### src/rtl/anthem_char_scheduler.sv
// Round-robin word player: arbitrates two requesters, looks up a word in an external table and
// streams its characters from a synchronous ROM. Define SCHED_ABORT_EN to add abort/aborted.
module anthem_char_scheduler #(
    parameter int ADDR_W      = 8,
    parameter int WORD_W      = 4,
    parameter int HOLD_CYCLES = 4,
    parameter int GAP_CYCLES  = 2
) (
    input  logic              clk,
    input  logic              rst,
    input  logic              req0_valid,
    input  logic [WORD_W-1:0] req0_word,
    output logic              req0_ready,
    input  logic              req1_valid,
    input  logic [WORD_W-1:0] req1_word,
    output logic              req1_ready,
    output logic [WORD_W-1:0] tbl_idx,
    input  logic [ADDR_W-1:0] tbl_start,
    input  logic [ADDR_W-1:0] tbl_len,
    output logic              rom_rd,
    output logic [ADDR_W-1:0] rom_addr,
    input  logic [7:0]        rom_data,
    output logic [7:0]        char_out,
    output logic              char_valid,
    output logic              busy,
    output logic              grant_id,
`ifdef SCHED_ABORT_EN
    input  logic              abort,
    output logic              aborted,
`endif
    output logic              done
);

    typedef enum logic [2:0] {
        S_IDLE, S_LOOKUP, S_FETCH, S_WAIT, S_HOLD, S_GAP, S_DONE
    } state_t;

    localparam int CNT_W = 9;
    localparam logic [CNT_W-1:0] HOLD_LAST = CNT_W'(HOLD_CYCLES - 1);
    localparam logic [CNT_W-1:0] GAP_LAST  = CNT_W'((GAP_CYCLES > 0) ? GAP_CYCLES - 1 : 0);

    state_t            state_q, state_d;
    logic [WORD_W-1:0] word_q, word_d;
    logic              grant_q, grant_d;
    logic              last_q, last_d;
    logic [ADDR_W-1:0] start_q, start_d;
    logic [ADDR_W-1:0] len_q, len_d;
    logic [ADDR_W-1:0] offset_q, offset_d;
    logic [ADDR_W-1:0] offset_inc;
    logic [CNT_W-1:0]  cnt_q, cnt_d;
    logic [7:0]        char_q, char_d;
`ifdef SCHED_ABORT_EN
    logic              aborted_q, aborted_d;
`endif

    // Only the IDLE state grants; on contention the requester not served last time wins.
    always_comb begin
        req0_ready = 1'b0;
        req1_ready = 1'b0;
        if (state_q == S_IDLE) begin
            req0_ready = req0_valid & (~req1_valid | last_q);
            req1_ready = req1_valid & (~req0_valid | ~last_q);
        end
    end

    assign offset_inc = offset_q + ADDR_W'(1);

    always_comb begin
        // NOTE: every next-state signal gets its default first, so no path can infer a latch.
        state_d  = state_q;
        word_d   = word_q;
        grant_d  = grant_q;
        last_d   = last_q;
        start_d  = start_q;
        len_d    = len_q;
        offset_d = offset_q;
        cnt_d    = cnt_q;
        char_d   = char_q;
`ifdef SCHED_ABORT_EN
        aborted_d = 1'b0;
`endif
        unique case (state_q)
            S_IDLE: begin
                if (req0_ready | req1_ready) begin
                    state_d = S_LOOKUP;
                    grant_d = req1_ready;
                    last_d  = req1_ready;
                    word_d  = req1_ready ? req1_word : req0_word;
                end
            end
            S_LOOKUP: begin
                start_d  = tbl_start;
                len_d    = tbl_len;
                offset_d = '0;
                state_d  = (tbl_len == '0) ? S_DONE : S_FETCH;
            end
            S_FETCH: state_d = S_WAIT;
            S_WAIT: begin
                char_d  = rom_data;
                cnt_d   = HOLD_LAST;
                state_d = S_HOLD;
            end
            S_HOLD: begin
                if (cnt_q != '0) begin
                    cnt_d = cnt_q - CNT_W'(1);
                end else if (GAP_CYCLES == 0) begin
                    offset_d = offset_inc;
                    state_d  = (offset_inc == len_q) ? S_DONE : S_FETCH;
                end else begin
                    cnt_d   = GAP_LAST;
                    state_d = S_GAP;
                end
            end
            S_GAP: begin
                if (cnt_q != '0) begin
                    cnt_d = cnt_q - CNT_W'(1);
                end else begin
                    offset_d = offset_inc;
                    state_d  = (offset_inc == len_q) ? S_DONE : S_FETCH;
                end
            end
            S_DONE:  state_d = S_IDLE;
            default: state_d = S_IDLE;
        endcase
`ifdef SCHED_ABORT_EN
        // DONE is already terminating, so an abort there must not stretch the done pulse.
        if (abort && state_q != S_IDLE && state_q != S_DONE) begin
            state_d   = S_DONE;
            aborted_d = 1'b1;
        end
`endif
    end

    always_ff @(posedge clk) begin
        // NOTE: state registers use non-blocking assignments so all flops update from pre-edge values.
        if (rst) begin
            state_q   <= S_IDLE;
            word_q    <= '0;
            grant_q   <= 1'b0;
            last_q    <= 1'b1;
            start_q   <= '0;
            len_q     <= '0;
            offset_q  <= '0;
            cnt_q     <= '0;
            char_q    <= '0;
`ifdef SCHED_ABORT_EN
            aborted_q <= 1'b0;
`endif
        end else begin
            state_q   <= state_d;
            word_q    <= word_d;
            grant_q   <= grant_d;
            last_q    <= last_d;
            start_q   <= start_d;
            len_q     <= len_d;
            offset_q  <= offset_d;
            cnt_q     <= cnt_d;
            char_q    <= char_d;
`ifdef SCHED_ABORT_EN
            aborted_q <= aborted_d;
`endif
        end
    end

    assign tbl_idx    = word_q;
    assign rom_rd     = (state_q == S_FETCH);
    assign rom_addr   = start_q + offset_q;
    assign char_valid = (state_q == S_HOLD);
    assign char_out   = char_valid ? char_q : 8'h00;
    assign busy       = (state_q != S_IDLE);
    assign grant_id   = grant_q;
    assign done       = (state_q == S_DONE);
`ifdef SCHED_ABORT_EN
    assign aborted    = aborted_q;
`endif

endmodule

### config.mk
export PLATFORM = sky130hd
export DESIGN_NAME = anthem_char_scheduler
export DESIGN_NICKNAME = d
export VERILOG_FILES = /design/src/rtl/anthem_char_scheduler.sv
export SDC_FILE = /design/constraint.sdc
export NUM_CORES = 1
export LEC_CHECK = 0
export CAP_MARGIN = 10
export CELL_PAD_IN_SITES_DETAIL_PLACEMENT = 1
export CELL_PAD_IN_SITES_GLOBAL_PLACEMENT = 1
export CORE_MARGIN = 2
export CORE_UTILIZATION = 36
export CTS_CLUSTER_SIZE = 8
export DETAILED_ROUTE_END_ITERATION = 16
export GPL_ROUTABILITY_DRIVEN = 0
export PLACE_DENSITY_LB_ADDON = 0.1
export SLEW_MARGIN = 5
export SYNTH_ARGS = -nofsm -noshare
export SYNTH_HDL_FRONTEND = slang
export SYNTH_SLANG_ARGS = --single-unit
### constraint.sdc
create_clock -name clk -period 2.1 [get_ports clk]
set_input_delay 0.315 -clock clk [delete_from_list [all_inputs] [get_ports clk]]
set_output_delay 0.315 -clock clk [all_outputs]
set_load 0.02 [all_outputs]
Word-level counts from Yosys, hierarchy flattened
Index checks and enable logic that the tools add are counted.
{"block": "word_totals", "register_bits": 50, "out_inout_bits": 27, "wordCells": 56}
{"block": "classes", "add_sub_neg": 3, "n_eq_ne": 11, "muxes": 15, "bitwise_logic": 8, "reduce_logical": 10}
{"cell": "9-bit case mux with 3 select lines", "count": 1}
{"cell": "9-bit 2-to-1 mux", "count": 2}
{"cell": "3-bit case mux with 6 select lines", "count": 1}
{"cell": "8-bit 2-to-1 mux", "count": 2}
{"cell": "8-bit case mux with 2 select lines", "count": 1}
{"cell": "3-bit 2-to-1 mux", "count": 5}
{"cell": "3-bit == test, second input constant", "count": 3}
{"cell": "9-bit nonzero test", "count": 1}
{"cell": "9-bit by 1-bit subtractor with 9-bit output, second input constant", "count": 1}
{"cell": "8-bit by 1-bit adder with 8-bit output, second input constant", "count": 1}
{"cell": "8-bit adder", "count": 1}
{"cell": "8-bit == test", "count": 1}
{"cell": "8-bit zero test", "count": 1}
{"cell": "3-bit by 2-bit == test with 1-bit output, second input constant", "count": 2}
{"cell": "2-bit inequality test, second input constant", "count": 3}
{"cell": "2-bit AND reduction", "count": 3}
{"cell": "3-bit nonzero test", "count": 2}
{"cell": "4-bit 2-to-1 mux", "count": 1}
{"cell": "3-bit by 1-bit == test with 1-bit output, second input constant", "count": 1}
{"cell": "3-bit zero test", "count": 1}
{"cell": "1-bit NOT", "count": 3}
{"cell": "1-bit bitwise OR", "count": 3}
{"cell": "3-bit AND reduction", "count": 1}
{"cell": "1-bit AND", "count": 2}
{"cell": "3 further kinds", "count": 4}

Depth between registers and ports, before layout
Gate-level depths: netlist of the first run.
{"block": "depth", "depth_word": 7, "mapped_depth": 9, "mapped_depth_nobuf": 9}

Worst setup path before layout of the first run
No wires, ideal clock.
{"block": "synth_timing", "path_type": "reg-to-output", "from": "reg offset_q[0]", "to": "out rom_addr[6]", "arrival_time_ns": 1.969, "required_ns": 1.785, "path_slack_ns": -0.184, "stages_incl_launch_ff": 10, "path_buffers": 0, "path_cell_list": "dfxtp_1 ha_1 inv_1 fa_1 nor2b_1 o21ai_0 a21boi_0 o21a_1 nor2_1 xnor2_1"}
{"block": "synth_between", "elab_chain_cells": 1}
{"item": "start, declared", "line_no": "48", "source": "logic [ADDR_W-1:0] offset_q, offset_d;"}
{"item": "start signal, assigned", "line_no": "156", "source": "offset_q <= offset_d;"}
{"item": "8-bit adder", "line_no": "167", "source": "assign rom_addr = start_q + offset_q;"}
{"item": "end, declared", "line_no": "21", "source": "output logic [ADDR_W-1:0] rom_addr,"}
Every way passes these cells.

Worst setup path in the final report of the first run
{"block": "layout_timing", "from": "reg start_q[0]", "to": "out rom_addr[6]"}
{"block": "layout_between", "elab_chain_cells": 1}
{"item": "start, declared", "line_no": "46", "source": "logic [ADDR_W-1:0] start_q, start_d;"}
{"item": "start signal, assigned", "line_no": "154", "source": "start_q <= start_d;"}
{"item": "8-bit adder", "line_no": "167"}
Every way passes these cells.

==> results of run 1 <==
## per-layer routing
layer  global-route usage  routed length [um]  up-vias
met3              0.04662                 317        8
met5                    0                   0        -
met1               0.2354                3466     1246
met4              0.03664                  65        0
li1                     -                   -     1342
met2               0.3509                3763       54
## cell type report
| cell class | instances | area share |
|---|---|---|
| Tap cell | 99 | 0.03266 |
| Multi-Input combinational cell | 265 | 0.4273 |
| Sequential cell | 50 | 0.2653 |
| Timing Repair Buffer | 98 | 0.2339 |
| Clock buffer | 8 | 0.02903 |
| Inverter | 11 | 0.01188 |
## layout by cell type, fill, tap and decap left out, drive strengths merged, types with 2 or more instances in the layout
cell type,count
nand2b,2
a21oi,41
dfxtp,50
nor4,4
nand3b,4
nand4,3
nand2,66
a21o,2
dlymetal6s2s,2
buf,42
ha,9
a311oi,5
or3,3
clkdlybuf4s50,43
nor2b,4
xnor2,15
inv,10
o21ai,9
clkbuf,8
nor3b,3
nor2,39
xor2,10
nor3,7
a31oi,2
dlygate4sd2,11
and3,12
nand4b,3
nand3,9
## timing repair
item / in CTS / in global routing
pin swaps: 11 / 10
hold buffers: 0 / 0
buffers inserted: 5 / 2
endpoints found under the hold margin: 0 / 0
gates resized for setup: 60 / 11
setup endpoints to repair: 19 / 10
## final timing paths
kind         cells after the start     endpoint
max                             10  rom_addr[6]
min                              2    char_q[1]
max reg2reg                      5  offset_q[1]
min reg2reg                      2    char_q[1]
## kinds of logic (layout without fill, tap and decap cells)
group           after synthesis  count (layout)  synth area share
xor+xnor                     25              25           0.08302
fa+ha+maj                    10              10           0.05029
flops                        50              50            0.3795
buf+inv                      27             117           0.03984
compound gates               68              68            0.1490
simple gates                162             162            0.2984
## Yosys cell counts (all sizes together), types with 4 or more instances
cell type and n:
nand2 66, dfxtp 50, a21oi 41, nor2 39, xnor2 15, and3 12
clkbuf 12, inv 11, xor2 10, ha 9, nand3 9, o21ai 9
nor3 7, a311oi 5, buf 4, nand3b 4, nor2b 4, nor4 4
## state kept, by name, indices dropped and copies added, names as in the netlist
signal and count:
char_q 8, cnt_q 9, grant_id 1, last_q 1
len_q 8, offset_q 8, start_q 8, state_q 3
tbl_idx 4
## per-stage QoR
stage	instances	setup TNS [ns]	hold WS [ns]	cell area [um2]	total power, mW
after floorplan	342	0	0.4319	2646	2.210
final	531	-0.7376	0.4582	3792	3.459
after global placement	518	-1.438	0.4372	3572	2.751
after detailed placement	518	-1.688	0.4460	3572	2.786
after global routing	531	-1.270	0.4737	3792	3.695
after CTS	529	-0.9237	0.4599	3740	3.453
## where the power goes
part / leakage, nW / total (mW) / switching (mW) / internal (mW)
sequential: 0.409 / 1.27 / 0.155 / 1.11
combinational: 1.15 / 1.53 / 0.842 / 0.688
clock: 0.0575 / 0.661 / 0.328 / 0.333
total: 1.62 / 3.46 / 1.33 / 2.13
## worst max-delay path, stage by stage (launching register included)
cell and delay, ns:
dfxtp_2 0.36, ha_4 0.15, inv_2 0.04, fa_2 0.34, nor2b_2 0.13, o21ai_2 0.08
a21boi_2 0.18, o21a_1 0.14, nor2_2 0.05, xnor2_2 0.12, buf_4 0.15
==> summary.txt, run 1 <==
Status
  • Failing checks: negative setup slack
  • Run status: complete, but fails checks

Floorplan
  • Full die area: roughly 8000 um2
  • Floorplan Core Area: around 7200 um2
  • Chip width: approximately 90 um
  • Rows: 31
  • Total I/O pin count: 63
  • Initial Utilization: 0.3676
  • Die height: 89.60 um

Clocking
  • Clock sinks: 50
  • Clk root buf: clkbuf_8
  • Worst skew pair latency: 0.31 ns
  • Number of buffers created by CTS: 5
  • Max Root-Sink Buffers: 2
  • Clock transition at path regs: roughly 0.10 ns
  • CTS H-tree depth: 2
  • CTS tree: done

Cells and area
  • Antenna diode count: 0
  • Area of the multi-input gates: 1620 um2
  • Layout cells sized above 1: 0.1806
  • Sequential Area: between 1000 and 1500 um2
  • Nets: 477
  • Fill count: about 880
  • Fin util: 0.5285
  • Layout Area Growth over Synthesis: 43.79%

Power
  • PD cells: about 910 nW/um2
  • Peak supply drop: approximately 0.44 mV
  • Static Leak: 1.616 nW

Synth
  • Mapped cell area: 2638 um2
  • Yosys cell types: 43
  • Cell count after synthesis: 342
  • Synth top area share: 0.3795
  • Ys flop type: dfxtp_1
  • Top area cells in the synthesized netlist: dfxtp_1 (38%), nand2_1 (9.4%), a21oi_1 (7.8%)
  • Cell taking the most area after synthesis: dfxtp_1
  • Post-synth EDFFs: 0
  • Synthesized Nets: around 390
  • Synthesized flop and latch total: 50
  • Ys Warns: 0
  • Async SR Flop Fraction: 0
  • Post-Syn Area per Cell: roughly 7.7 um2
  • Register area share after synthesis: 0.3795

Timing
  • Worst-margin pin slew: roughly 0.7 ns
  • Finish-stage setup viols: 5
  • Final slew viol count: 0
  • Relative slew margins: 0.5354
  • Fin crit period: ~2.4 ns
  • Final count of hold timing violations: 0
  • Max Clock Skew: 0.01269 ns
  • Min setup slack post-route: -0.2627 ns
  • Max Freq: approximately 0.42 GHz
  • Final Cycle Share: 1.125
  • RSZ-0062 raised after global routing: yes

Placement
  • Port Buf Inserts: between 60 and 70
  • Detailed placement HPWL: 5.536 mm
  • Pre-CTS WS: -0.5809 ns

Setup path
  • CP Launch Type: register
  • CP endpoint kind: output pin
  • Crit path launch: start_q[0]
  • Worst Path Arrival: around 2 ns
  • Crit Path Class: register to output pin
  • Crit Path Max Fanout: 2
  • CP required: roughly 1.8 ns
  • Reg-to-reg setup timing slack: around 0.21 ns
  • RR Startpoint: state_q[0]

Global route
  • Largest net degree at the start of global routing: 22
  • All-Layer GR Usage: 0.1943
  • Initial antenna violation count: 0
  • Vias in the first global route: roughly 2800
  • First-pass GRT wire length: ~12 mm
  • Total gr overflow: 0

Routing
  • Initial drt markers: between 100 and 150
  • DR vias/cell: ~5.0
  • Routed WL per cell: 14.34 um
  • Final ANT Viol Nets: 0
  • Drt drc: 0
  • Detailed Routing Iterations Pass 1: 4
  • Via count: about 2700
  • Routed wire length: between 7 and 8 mm

Min path
  • Min-delay worst type: register to register
  • Min-Delay Startpoint: char_q[1]

Run
  • Max Cap Viol: 0
(Power assumes the default switching activity.)
==> run 2, diff against run 1 <==
Settings changed: CTS_BUF_LIST set to sky130_fd_sc_hd__clkbuf_8 sky130_fd_sc_hd__clkbuf_16, CTS_CLUSTER_DIAMETER set to 40.
Clock period 2.1 ns to 2.25 ns, I/O delays scaled along.
==> run 2 against run 1 <==
Compared with the run above: clock power is 18% lower; register-to-register slack improved by 0.06 ns; worst hold slack gained 0.0012 ns; count of clock-buffer cells in the layout down 2; utilization shrank 0.84 points; sequential share of layout area rose by 0.46 points; cell area is 1.6% lower; flip-flop and latch count unchanged; critical endpoint unchanged; the run still ends with negative setup slack left; first-iteration DRC count decreased by 36%.
==> summary.txt, run 2 (synthesis gave the netlist of run 1 again) <==
Status
  • Run status: complete, but fails checks
  • Failing checks: negative setup slack

Routing
  • Detailed Routing Iterations Pass 1: 4
  • Drt drc: 0
  • Routed WL per cell: 14.28 um
  • Final ANT Viol Nets: 0
  • DR vias/cell: about 5
  • Routed wire length: around 7.5 mm
  • Initial drt markers: 72
  • Via count: around 2600

Timing
  • WHS: between 0.4 and 0.5 ns
  • Final Cycle Share: 1.052
  • Final count of hold timing violations: 0
  • Fin crit period: between 2 and 2.5 ns
  • Max Clock Skew: ~0.0054 ns
  • Final slew viol count: 0
  • RSZ-0062 raised after global routing: yes
  • Worst-margin pin slew: about 0.69 ns
  • Finish-stage setup viols: 2
  • Max Freq: between 0.4 and 0.5 GHz
  • Min setup slack post-route: -0.1161 ns
  • Relative slew margins: 0.5406

Power
  • Switch share: 0.3937
  • Peak supply drop: between 0.4 and 0.5 mV
  • Psw: approximately 1.2 mW
  • Final Power: 3.151 mW
  • Flop pwr share: 0.378
  • Combinational fraction of design power: 0.450
  • PD cells: 844.3 nW/um2
  • Clock network power share: 0.172
  • Int Pwr: 1.911 mW
  • Static Leak: roughly 1.7 nW

Min path
  • Worst Hold Endpoint: char_q[4]
  • Min-delay worst type: register to register
  • Min-Delay Startpoint: char_q[4]
  • Depth of the worst hold-timing path: 2

Cells and area
  • Nets: 473
  • Largest register FFs: 9
  • Design Area, Final: between 3000 and 4000 um2
  • Layout cells sized above 1: 0.1636
  • Commonest non-fill, non-tap cell in the layout: nand2_1
  • Final cell count without fillers: between 500 and 600
  • Antenna diode count: 0
  • Most frequent cells in the layout: nand2_1 (66), dfxtp_1 (45), clkdlybuf4s50_1 (44), a21oi_1 (40), nor2_1 (35)
  • Register name with the most flops: cnt_q
  • Fill count: between 800 and 900
  • Layout Area Growth over Synthesis: 41.51%

Setup path
  • Worst r2r path cells: 8
  • RR Startpoint: cnt_q[1]
  • CP endpoint kind: output pin
  • Worst r2r dst: cnt_q[5]
  • Cell at the slowest stage of the critical path: dfxtp_2
  • Crit-path max cell delay: ~0.36 ns
  • Worst path cell trace: ha_4, inv_2, fa_2, nor2b_2, o21ai_2, a21boi_2, o21a_1, nor2_2, xnor2_2, buf_4
  • Crit Path Max Fanout: 2
  • Worst Path Arrival: just over 2 ns
  • CP Launch Type: register
  • CP required: about 1.9 ns
  • Reg-to-reg setup timing slack: around 0.27 ns
  • Crit Path Class: register to output pin

Clocking
  • Cts-stage hold buffer count: 0
  • CTS tree: done
  • CTS H-tree depth: 2
  • Number of buffers created by CTS: 5
  • Worst skew pair latency: around 0.30 ns
  • Clock sinks: 50
  • Max Root-Sink Buffers: 2
  • Clock transition at path regs: 0.09 ns
  • Clk root buf: clkbuf_8

Placement
  • Detailed placement HPWL: about 5.6 mm
  • Port Buf Inserts: 62
  • Placement Cell Area: ~3500 um2
  • Dpl cells: around 500

Global route
  • Largest net degree at the start of global routing: 27
  • Initial antenna violation count: 0
  • Vias in the first global route: 2700
  • First-pass GRT wire length: 12.16 mm
  • Total gr overflow: 0
  • All-Layer GR Usage: 0.1931

Floorplan
  • Total I/O pin count: between 60 and 70
  • Floorplan Core Area: just over 7000 um2
  • Rows: 31
  • Die height: roughly 90 um
  • Initial Utilization: 0.3676
  • Full die area: approximately 8000 um2
  • Chip width: between 80 and 90 um

Run
  • Max Cap Viol: 0
[run 2: power groups by stage]
stage / clock network (mW) / registers, mW / logic (mW)
6_report: 0.542 / 1.19 / 1.42
5_1_grt: 0.604 / 1.22 / 1.57
4_1_cts: 0.566 / 1.19 / 1.40
3_5_place_dp: 0 / 1.20 / 1.39
3_3_place_gp: 0 / 1.19 / 1.35
2_1_floorplan: 0 / 1.18 / 0.879
[run 2: repair_timing]
| item | CTS | global route |
|---|---|---|
| gates resized for setup | 42 | 20 |
| setup buffers | 2 | 3 |
| endpoints found under the hold margin | 0 | 0 |
| setup endpoints to repair | 16 | 18 |
| pin swaps | 7 | 2 |
[run 2: worst max path at each step]
stage,from,to,slack (ns)
2_1_floorplan,offset_q[0],rom_addr[6],0.06
3_3_place_gp,start_q[0],rom_addr[6],-0.41
5_1_grt,start_q[0],rom_addr[6],-0.24
4_1_cts,start_q[0],rom_addr[6],-0.17
6_report,start_q[0],rom_addr[6],-0.12
3_5_place_dp,offset_q[0],rom_addr[6],-0.52
[run 2: per-layer routing]
layer	vias up	GRT usage	part of all wire
met5	-	0	0
met4	0	0.04071	0.0070
met3	5	0.04570	0.046
met2	47	0.3289	0.48
met1	1255	0.2494	0.47
li1	1331	-	-
[run 2: per-stage QoR]
step | util | TNS (ns) | worst slack (ns)
floorplan | - | 0 | 0.05849
global placement | 0.4928 | -1.058 | -0.4138
CTS | 0.5109 | -0.2753 | -0.1671
global route | 0.5201 | -0.4583 | -0.2374
finish | 0.5201 | -0.1910 | -0.1161
detailed placement | 0.4928 | -1.291 | -0.5178
[run 2: critical path: cells and delay by family (launching register included)]
kind,cells,cell delay (ns)
buf+inv,2,0.19
fa+ha+maj,2,0.49
simple gates,2,0.18
xor+xnor,1,0.12
flops,1,0.36
compound gates,3,0.38
[run 2: layout make-up]
cell class / instances / area [um2] / share of cell area
inverters: 11 / 45.04 / 0.01207
clock buffers: 6 / 82.58 / 0.02213
multi-input cells: 265 / 1593 / 0.4268
flip-flops and latches: 50 / 1007 / 0.2699
well taps: 99 / 123.9 / 0.03319
repair buffers: 94 / 872.1 / 0.2337
clock inverters: 2 / 8.758 / 0.002347
